===== config.mk =====
export PLATFORM = sky130hd
export DESIGN_NAME = com_regbank_flat
export DESIGN_NICKNAME = d
export VERILOG_FILES = /design/src/rtl/com_regbank_if.sv /design/src/rtl/com_regbank.sv /design/src/flat_wrapper.sv
export SDC_FILE = /design/constraint.sdc
export NUM_CORES = 1
export LEC_CHECK = 0
export CELL_PAD_IN_SITES_DETAIL_PLACEMENT = 0
export CELL_PAD_IN_SITES_GLOBAL_PLACEMENT = 1
export CORE_UTILIZATION = 42
export CTS_BUF_LIST = sky130_fd_sc_hd__clkbuf_16
export DETAILED_ROUTE_END_ITERATION = 16
export PLACE_DENSITY_LB_ADDON = 0.1
export SLEW_MARGIN = 20
export SYNTH_ARGS = -nofsm -noshare
export SYNTH_HDL_FRONTEND = slang
export SYNTH_SLANG_ARGS = --single-unit
export TNS_END_PERCENT = 50

===== constraint.sdc =====
create_clock -name clk -period 7.4 [get_ports clk]
set_input_delay 1.48 -clock clk [delete_from_list [all_inputs] [get_ports clk]]
set_output_delay 1.48 -clock clk [all_outputs]
set_load 0.05 [all_outputs]

===== src/rtl/com_regbank_if.sv =====
// Host-side UART pins and fabric register bus for com_regbank.
interface com_regbank_if #(
  parameter int unsigned NREG = 8,
  parameter int unsigned DW   = 8
);
  logic                 rx;
  logic                 tx;
  logic [NREG*DW-1:0]   wr_data;
  logic [NREG-1:0]      wr_stb;
  logic [NREG*DW-1:0]   rd_data;
  logic                 busy;
  logic                 err;

  modport master (output rx, rd_data, input tx, wr_data, wr_stb, busy, err);
  modport slave  (input rx, rd_data, output tx, wr_data, wr_stb, busy, err);
endinterface


===== src/rtl/com_regbank.sv =====
// UART-accessed register bank: write/read command frames, ACK/NAK responses,
// inter-byte timeout and framing-error recovery.
module com_regbank #(
  parameter int unsigned BAUD_DIV = 104,
  parameter int unsigned NREG     = 8,
  parameter int unsigned DW       = 8,
  parameter int unsigned TIMEOUT  = 20,
  parameter logic [DW-1:0] INIT   = '0
) (
  input  logic clk,
  input  logic rst_n,
  com_regbank_if.slave bus
);
  localparam int unsigned NB      = DW / 8;
  localparam int unsigned CW      = $clog2(BAUD_DIV + 1);
  localparam int unsigned TO_CLKS = TIMEOUT * BAUD_DIV;
  localparam int unsigned TW      = $clog2(TO_CLKS + 1);
  localparam int unsigned BW      = 3;

  typedef enum logic [1:0] {RX_IDLE, RX_START, RX_DATA, RX_STOP} rx_st_e;
  typedef enum logic [1:0] {F_IDLE, F_WDATA, F_RESP} f_st_e;

  logic               rx_s1_q, rx_s2_q, rx_prev_q;
  rx_st_e             rx_st_q, rx_st_d;
  logic [CW-1:0]      rx_cnt_q, rx_cnt_d;
  logic [2:0]         rx_bit_q, rx_bit_d;
  logic [7:0]         rx_sh_q, rx_sh_d;
  logic               rx_byte_c, rx_ferr_c;

  f_st_e              f_st_q, f_st_d;
  logic [6:0]         addr_q, addr_d;
  logic [BW-1:0]      bcnt_q, bcnt_d;
  logic [DW-1:0]      stage_q, stage_d;
  logic [TW-1:0]      to_q, to_d;
  logic [DW-1:0]      resp_q, resp_d;
  logic [BW-1:0]      rn_q, rn_d;
  logic [3:0]         tbit_q, tbit_d;
  logic [CW-1:0]      tcnt_q, tcnt_d;
  logic               tx_q, tx_d, busy_q, busy_d, err_q, err_d;
  logic [NREG*DW-1:0] wr_data_q, wr_data_d;
  logic [NREG-1:0]    wr_stb_q, wr_stb_d;

  logic [DW-1:0]      rd_sel_c;
  logic               cmd_ok_c, wr_ok_c;

  // Register selected by the command byte currently in the receive shifter.
  always_comb begin
    rd_sel_c = '0;
    for (int k = 0; k < NREG; k++) begin
      if (rx_sh_q[6:0] == 7'(k)) rd_sel_c = bus.rd_data[k*DW +: DW];
    end
  end

  assign cmd_ok_c = {1'b0, rx_sh_q[6:0]} < 8'(NREG);
  assign wr_ok_c  = {1'b0, addr_q} < 8'(NREG);

  // UART receiver: start re-check at half bit, data and stop at mid-bit.
  always_comb begin
    rx_st_d   = rx_st_q;
    rx_cnt_d  = rx_cnt_q + CW'(1);
    rx_bit_d  = rx_bit_q;
    rx_sh_d   = rx_sh_q;
    rx_byte_c = 1'b0;
    rx_ferr_c = 1'b0;
    unique case (rx_st_q)
      RX_IDLE: begin
        rx_cnt_d = '0;
        if (rx_prev_q && !rx_s2_q) rx_st_d = RX_START;
      end
      RX_START: begin
        if (rx_cnt_q == CW'(BAUD_DIV/2 - 1)) begin
          rx_cnt_d = '0;
          rx_bit_d = '0;
          rx_st_d  = rx_s2_q ? RX_IDLE : RX_DATA;
        end
      end
      RX_DATA: begin
        if (rx_cnt_q == CW'(BAUD_DIV - 1)) begin
          rx_cnt_d = '0;
          rx_sh_d  = {rx_s2_q, rx_sh_q[7:1]};
          rx_bit_d = rx_bit_q + 3'd1;
          if (rx_bit_q == 3'd7) rx_st_d = RX_STOP;
        end
      end
      RX_STOP: begin
        if (rx_cnt_q == CW'(BAUD_DIV - 1)) begin
          rx_cnt_d  = '0;
          rx_st_d   = RX_IDLE;
          rx_byte_c = rx_s2_q;
          rx_ferr_c = !rx_s2_q;
        end
      end
      default: rx_st_d = RX_IDLE;
    endcase
  end

  // Frame parser, register update and response serialiser.
  always_comb begin
    logic [7:0] tx_byte;
    f_st_d    = f_st_q;
    addr_d    = addr_q;
    bcnt_d    = bcnt_q;
    stage_d   = stage_q;
    to_d      = '0;
    resp_d    = resp_q;
    rn_d      = rn_q;
    tbit_d    = tbit_q;
    tcnt_d    = tcnt_q;
    err_d     = 1'b0;
    wr_data_d = wr_data_q;
    wr_stb_d  = '0;
    unique case (f_st_q)
      F_IDLE: begin
        tbit_d = '0;
        tcnt_d = '0;
        if (rx_byte_c) begin
          addr_d = rx_sh_q[6:0];
          if (rx_sh_q[7]) begin
            f_st_d = F_WDATA;
            bcnt_d = BW'(NB);
          end else begin
            f_st_d = F_RESP;
            if (cmd_ok_c) begin
              resp_d = rd_sel_c;
              rn_d   = BW'(NB);
            end else begin
              resp_d = DW'(8'h15) << (DW - 8);
              rn_d   = BW'(1);
              err_d  = 1'b1;
            end
          end
        end
      end
      F_WDATA: begin
        to_d = to_q + TW'(1);
        if (rx_byte_c) begin
          to_d    = '0;
          stage_d = DW'({stage_q, rx_sh_q});
          bcnt_d  = bcnt_q - BW'(1);
          if (bcnt_q == BW'(1)) begin
            f_st_d = F_RESP;
            rn_d   = BW'(1);
            if (wr_ok_c) begin
              for (int k = 0; k < NREG; k++) begin
                if (addr_q == 7'(k)) begin
                  wr_data_d[k*DW +: DW] = DW'({stage_q, rx_sh_q});
                  wr_stb_d[k]           = 1'b1;
                end
              end
              resp_d = DW'(8'h06) << (DW - 8);
            end else begin
              resp_d = DW'(8'h15) << (DW - 8);
              err_d  = 1'b1;
            end
          end
        end else if (to_q == TW'(TO_CLKS - 1)) begin
          err_d  = 1'b1;
          f_st_d = F_IDLE;
        end
      end
      F_RESP: begin
        tcnt_d = tcnt_q + CW'(1);
        if (tcnt_q == CW'(BAUD_DIV - 1)) begin
          tcnt_d = '0;
          tbit_d = tbit_q + 4'd1;
          if (tbit_q == 4'd9) begin
            tbit_d = '0;
            if (rn_q == BW'(1)) begin
              f_st_d = F_IDLE;
            end else begin
              rn_d   = rn_q - BW'(1);
              resp_d = resp_q << 8;
            end
          end
        end
      end
      default: f_st_d = F_IDLE;
    endcase
    if (rx_ferr_c) begin
      err_d  = 1'b1;
      f_st_d = F_IDLE;
    end
    busy_d  = (f_st_d != F_IDLE);
    // TX follows the next-state bit index so it stays aligned with BUSY.
    tx_byte = resp_d[DW-1 -: 8];
    tx_d    = 1'b1;
    if (f_st_d == F_RESP) begin
      unique case (tbit_d)
        4'd0:    tx_d = 1'b0;
        4'd9:    tx_d = 1'b1;
        default: tx_d = tx_byte[3'(tbit_d - 4'd1)];
      endcase
    end
  end

  always_ff @(posedge clk) begin
    if (!rst_n) begin
      rx_s1_q   <= 1'b1;
      rx_s2_q   <= 1'b1;
      rx_prev_q <= 1'b1;
      rx_st_q   <= RX_IDLE;
      rx_cnt_q  <= '0;
      rx_bit_q  <= '0;
      rx_sh_q   <= '0;
      f_st_q    <= F_IDLE;
      addr_q    <= '0;
      bcnt_q    <= '0;
      stage_q   <= '0;
      to_q      <= '0;
      resp_q    <= '0;
      rn_q      <= '0;
      tbit_q    <= '0;
      tcnt_q    <= '0;
      tx_q      <= 1'b1;
      busy_q    <= 1'b0;
      err_q     <= 1'b0;
      wr_data_q <= {NREG{INIT}};
      wr_stb_q  <= '0;
    end else begin
      rx_s1_q   <= bus.rx;
      rx_s2_q   <= rx_s1_q;
      rx_prev_q <= rx_s2_q;
      rx_st_q   <= rx_st_d;
      rx_cnt_q  <= rx_cnt_d;
      rx_bit_q  <= rx_bit_d;
      rx_sh_q   <= rx_sh_d;
      f_st_q    <= f_st_d;
      addr_q    <= addr_d;
      bcnt_q    <= bcnt_d;
      stage_q   <= stage_d;
      to_q      <= to_d;
      resp_q    <= resp_d;
      rn_q      <= rn_d;
      tbit_q    <= tbit_d;
      tcnt_q    <= tcnt_d;
      tx_q      <= tx_d;
      busy_q    <= busy_d;
      err_q     <= err_d;
      wr_data_q <= wr_data_d;
      wr_stb_q  <= wr_stb_d;
    end
  end

  assign bus.tx      = tx_q;
  assign bus.wr_data = wr_data_q;
  assign bus.wr_stb  = wr_stb_q;
  assign bus.busy    = busy_q;
  assign bus.err     = err_q;
endmodule

===== src/flat_wrapper.sv =====
// flat-port wrapper written by rule: the top's interface ports become plain ports
module com_regbank_flat 
#(
  parameter int unsigned BAUD_DIV = 104,
  parameter int unsigned NREG     = 8,
  parameter int unsigned DW       = 8,
  parameter int unsigned TIMEOUT  = 20,
  parameter logic [DW-1:0] INIT   = '0
)
  (clk, rst_n, bus_rx, bus_rd_data, bus_tx, bus_wr_data, bus_wr_stb, bus_busy, bus_err);
  com_regbank_if #(.NREG(NREG), .DW(DW)) bus_i ();
  input  logic clk;
  input  logic rst_n;
  input wire logic [$bits(bus_i.rx)-1:0] bus_rx;
  input wire logic [$bits(bus_i.rd_data)-1:0] bus_rd_data;
  output wire logic [$bits(bus_i.tx)-1:0] bus_tx;
  output wire logic [$bits(bus_i.wr_data)-1:0] bus_wr_data;
  output wire logic [$bits(bus_i.wr_stb)-1:0] bus_wr_stb;
  output wire logic [$bits(bus_i.busy)-1:0] bus_busy;
  output wire logic [$bits(bus_i.err)-1:0] bus_err;
  assign bus_i.rx = bus_rx;
  assign bus_i.rd_data = bus_rd_data;
  assign bus_tx = bus_i.tx;
  assign bus_wr_data = bus_i.wr_data;
  assign bus_wr_stb = bus_i.wr_stb;
  assign bus_busy = bus_i.busy;
  assign bus_err = bus_i.err;
  com_regbank #(.BAUD_DIV(BAUD_DIV), .NREG(NREG), .DW(DW), .TIMEOUT(TIMEOUT), .INIT(INIT)) u_core (.clk(clk), .rst_n(rst_n), .bus(bus_i));
endmodule

==> flow_metrics.py <==
metrics = {
    "outcome": {
        "outcome": "finished, final reports clean",
    },
    "power": {
        "seq_power_share_pct": 45.3,
        "p_int_mw": 1.306,
        "switchingPower_mw": 0.4136,
        "vdd_drop_max_v": 0.0001628,
        "leakage_nw": 3.149,
        "powerDensity_mw_per_mm2": 186.6,
        "switching_share_pct": 24.05,
        "pwr-share-comb_pct": 4.4,
        "p_clk_share_pct": 50.2,
    },
    "sta": {
        "finalSetupTns_ns": 0,
        "fmax_mhz": 321.0,
        "drv_slew": 0,
        "slew_headroom_pct": 25.73,
        "finalCriticalPeriod_ns": 3.115,
        "timing.final.crit_share_pct": 42.10,
        "worst_pin_slew_ns": 1.104,
        "hold_viol": 0,
        "final-setup-viol-count": 0,
        "finClkSkew_ns": 0.01257,
        "rsz0062_at_grt": "false",
    },
    "synthesis": {
        "syn_area_per_cell_sq_um": 8.509,
        "netlist_instances": 833,
        "ys_types": 66,
        "syn_nets": 917,
        "async_reset_ff_share_pct": 0,
        "yosysWarnings": 0,
        "syn_area_sq_mm": 0.007088,
        "synthFlopType": "dfxtp_1",
        "yosysSeqAreaShare_pct": 40.67,
        "synth_edf_count": 0,
        "ys_seq_elements": 144,
    },
    "worst_setup_path": {
        "critical_path.max_stage_delay_ns": 0.69,
        "crit_path_start_kind": "input pin",
        "worst-path-buf-inv": 2,
        "cp_top_family": "buffers and inverters",
        "required_ns": 7.75,
        "worstSetupEndpointType": "flop",
        "cp_max_fo": 65,
        "crit_chain": "buf_2 > buf_4 > nand3_1 > nor2_1",
        "cp.arrival_ns": 3.46,
        "worst-setup-path-type": "input pin to flop",
        "cpMaxStageDelayCell": "buf_2",
    },
    "drt": {
        "firstDrtPassIters": 6,
        "drc_errors": 0,
        "drtIter0Drc": 336,
        "vias": 6426,
        "ant_nets": 0,
        "vias_per_cell": 5.409,
        "wl_per_cell_um": 16.83,
        "wl_mm": 19.99,
    },
    "die": {
        "rows": 47,
        "die_area_sq_mm": 0.01740,
        "core_area_sq_mm": 0.01652,
        "die_w_um": 131.9,
        "ios": 142,
        "die_y_um": 131.9,
        "start_util_pct": 42.89,
    },
    "grt": {
        "overflow": 0,
        "grt.busiest_layer": "met2",
        "antenna_found_initial": 0,
        "grt_max_degree": 66,
        "grtUsageMet3_pct": 4.806,
        "grt_pass1_vias": 6393,
        "grt_pass1_wl_mm": 32.45,
        "grt_usage_pct": 23.39,
        "grtUsageMet1_pct": 29.19,
        "grt_use_met2_pct": 39.12,
    },
    "placement": {
        "hpwl_mm": 13.84,
        "port_buffers": 141,
        "place_congestion": 0.8392,
        "placed_cell_area_sq_mm": 0.008630,
    },
    "layout": {
        "final_area_sq_mm": 0.009220,
        "layout_common_cells": "nand2_1, dfxtp_1, clkdlybuf4s50_1, a21boi_0, nor2_1",
        "multi_input_comb_area_sq_mm": 0.003964,
        "diodes": 0,
        "nets": 1039,
        "fillers": 1489,
        "drive_above_1_share_pct": 6.818,
        "final_common_cell": "nand2_1",
        "seqCellArea_sq_mm": 0.002883,
        "area_delta_synth_final_pct": 30.08,
    },
    "clock_network": {
        "clock_latency_ns": 0.43,
        "numCtsBuffers": 17,
        "htree_levels": 4,
        "cts_resized": 0,
        "clock_path_buffers": 2,
        "clkTransAtPathRegs_ns": 0.06,
        "cts_tree": "yes",
        "postCtsHoldBufs": 0,
        "clkSinkCount": 144,
        "cts_setup_buffers": 0,
        "cts_root_buffer": "clkbuf_16",
    },
    "hold_path": {
        "hp-class": "flop to flop",
    },
    "flow_run": {
        "drv_cap": 0,
    },
}
[layer usage]
layer  vias to the layer above  routed length [um]
met4                         0                 484
met5                         -                   0
met1                      3070                9069
met2                       153                9624
li1                       3162                   -
met3                        41                 810
[path summary, 6_finish.rpt]
| path | startpoint | to | slack [ns] | cells after the start |
|---|---|---|---|---|
| hold reg to reg | u_core.rx_s1_q$_SDFF_PN1_ | u_core.rx_s2_q$_SDFF_PN1_ | 0.41 | 1 |
| setup reg to reg | u_core.f_st_q[0]$_SDFF_PN0_ | u_core.bus.tx$_SDFF_PN1_ | 4.47 | 10 |
| setup / recovery | rst_n | u_core.to_q[6]$_SDFF_PP0_ | 4.28 | 4 |
| hold / removal | u_core.rx_s1_q$_SDFF_PN1_ | u_core.rx_s2_q$_SDFF_PN1_ | 0.41 | 1 |
[sequential cells by signal, summed over array words and instances (netlist names), 4 cells and up, named ones only]
| name | flops |
|---|---|
| u_core.rx_cnt_q | 7 |
| u_core.tcnt_q | 7 |
| u_core.bus.wr_stb | 8 |
| u_core.resp_q | 8 |
| u_core.tbit_q | 4 |
| u_core.to_q | 12 |
| u_core.bus.wr_data | 64 |
| u_core.addr_q | 7 |
| u_core.rx_sh_q | 8 |
[cells in the mapped netlist, drive strengths merged, types with 10 or more instances]
library cell,count,area (sq um)
nor4,12,120.1
nor2,54,205.2
ha,17,212.7
nor3,12,75.07
and2,12,75.07
mux4,10,225.2
inv,19,71.32
xor2,12,105.1
a21boi,78,585.6
nand2,181,679.4
nand2b,13,81.33
nand3,33,165.2
o21ai,26,130.1
dfxtp,144,2883
nor2b,22,137.6
mux2i,19,190.2
clkbuf,31,116.4
nand4,14,108.9
buf,11,53.80
a21oi,15,75.07
[stage by stage]
stage	hold WS [ns]	instances	util (%)	power (mW)	worst slack (ns)
after global routing	0.4285	1188	55.80	1.773	4.022
after detailed placement	0.3976	1156	52.22	0.8731	3.820
final	0.4066	1188	55.80	1.720	4.285
after CTS	0.4124	1188	55.80	1.734	4.276
after floorplan	0.3863	833	-	0.8301	4.456
after global placement	0.3946	1156	52.22	0.8708	3.895
[final cells by class]
class | instances | area share [%]
Inverter | 19 | 0.7735
Clock buffer | 17 | 4.614
Timing Repair Buffer | 145 | 15.58
Multi-Input combinational cell | 628 | 42.99
Sequential cell | 144 | 31.27
Tap cell | 220 | 2.985
Clock inverter | 15 | 1.791
[worst register-to-register path, delay by kind of cell, from the launching register on]
family,cells,cell delay (ns)
adders and majority gates,1,0.32
AOI/OAI and AO/OA,3,0.48
DFF,1,0.81
buffers and inverters,1,0.21
muxes,1,0.10
and+or+nand+nor,4,0.91
[power by group through the flow]
stage          clock network, mW  logic [mW]  registers, mW
2_1_floorplan                  0      0.0340          0.796
3_3_place_gp                   0      0.0738          0.797
3_5_place_dp                   0      0.0759          0.797
4_1_cts                    0.879      0.0761          0.779
5_1_grt                    0.911      0.0823          0.780
6_report                   0.864      0.0762          0.780
[cell families after synthesis]
family / synth area share [%]
buf+inv: 3.407
compound gates: 16.38
mux: 6.337
fa+ha+maj: 3.001
simple gates: 28.10
xor+xnor: 2.101
flops: 40.67
Note: power is estimated with default switching activity, not from simulation.
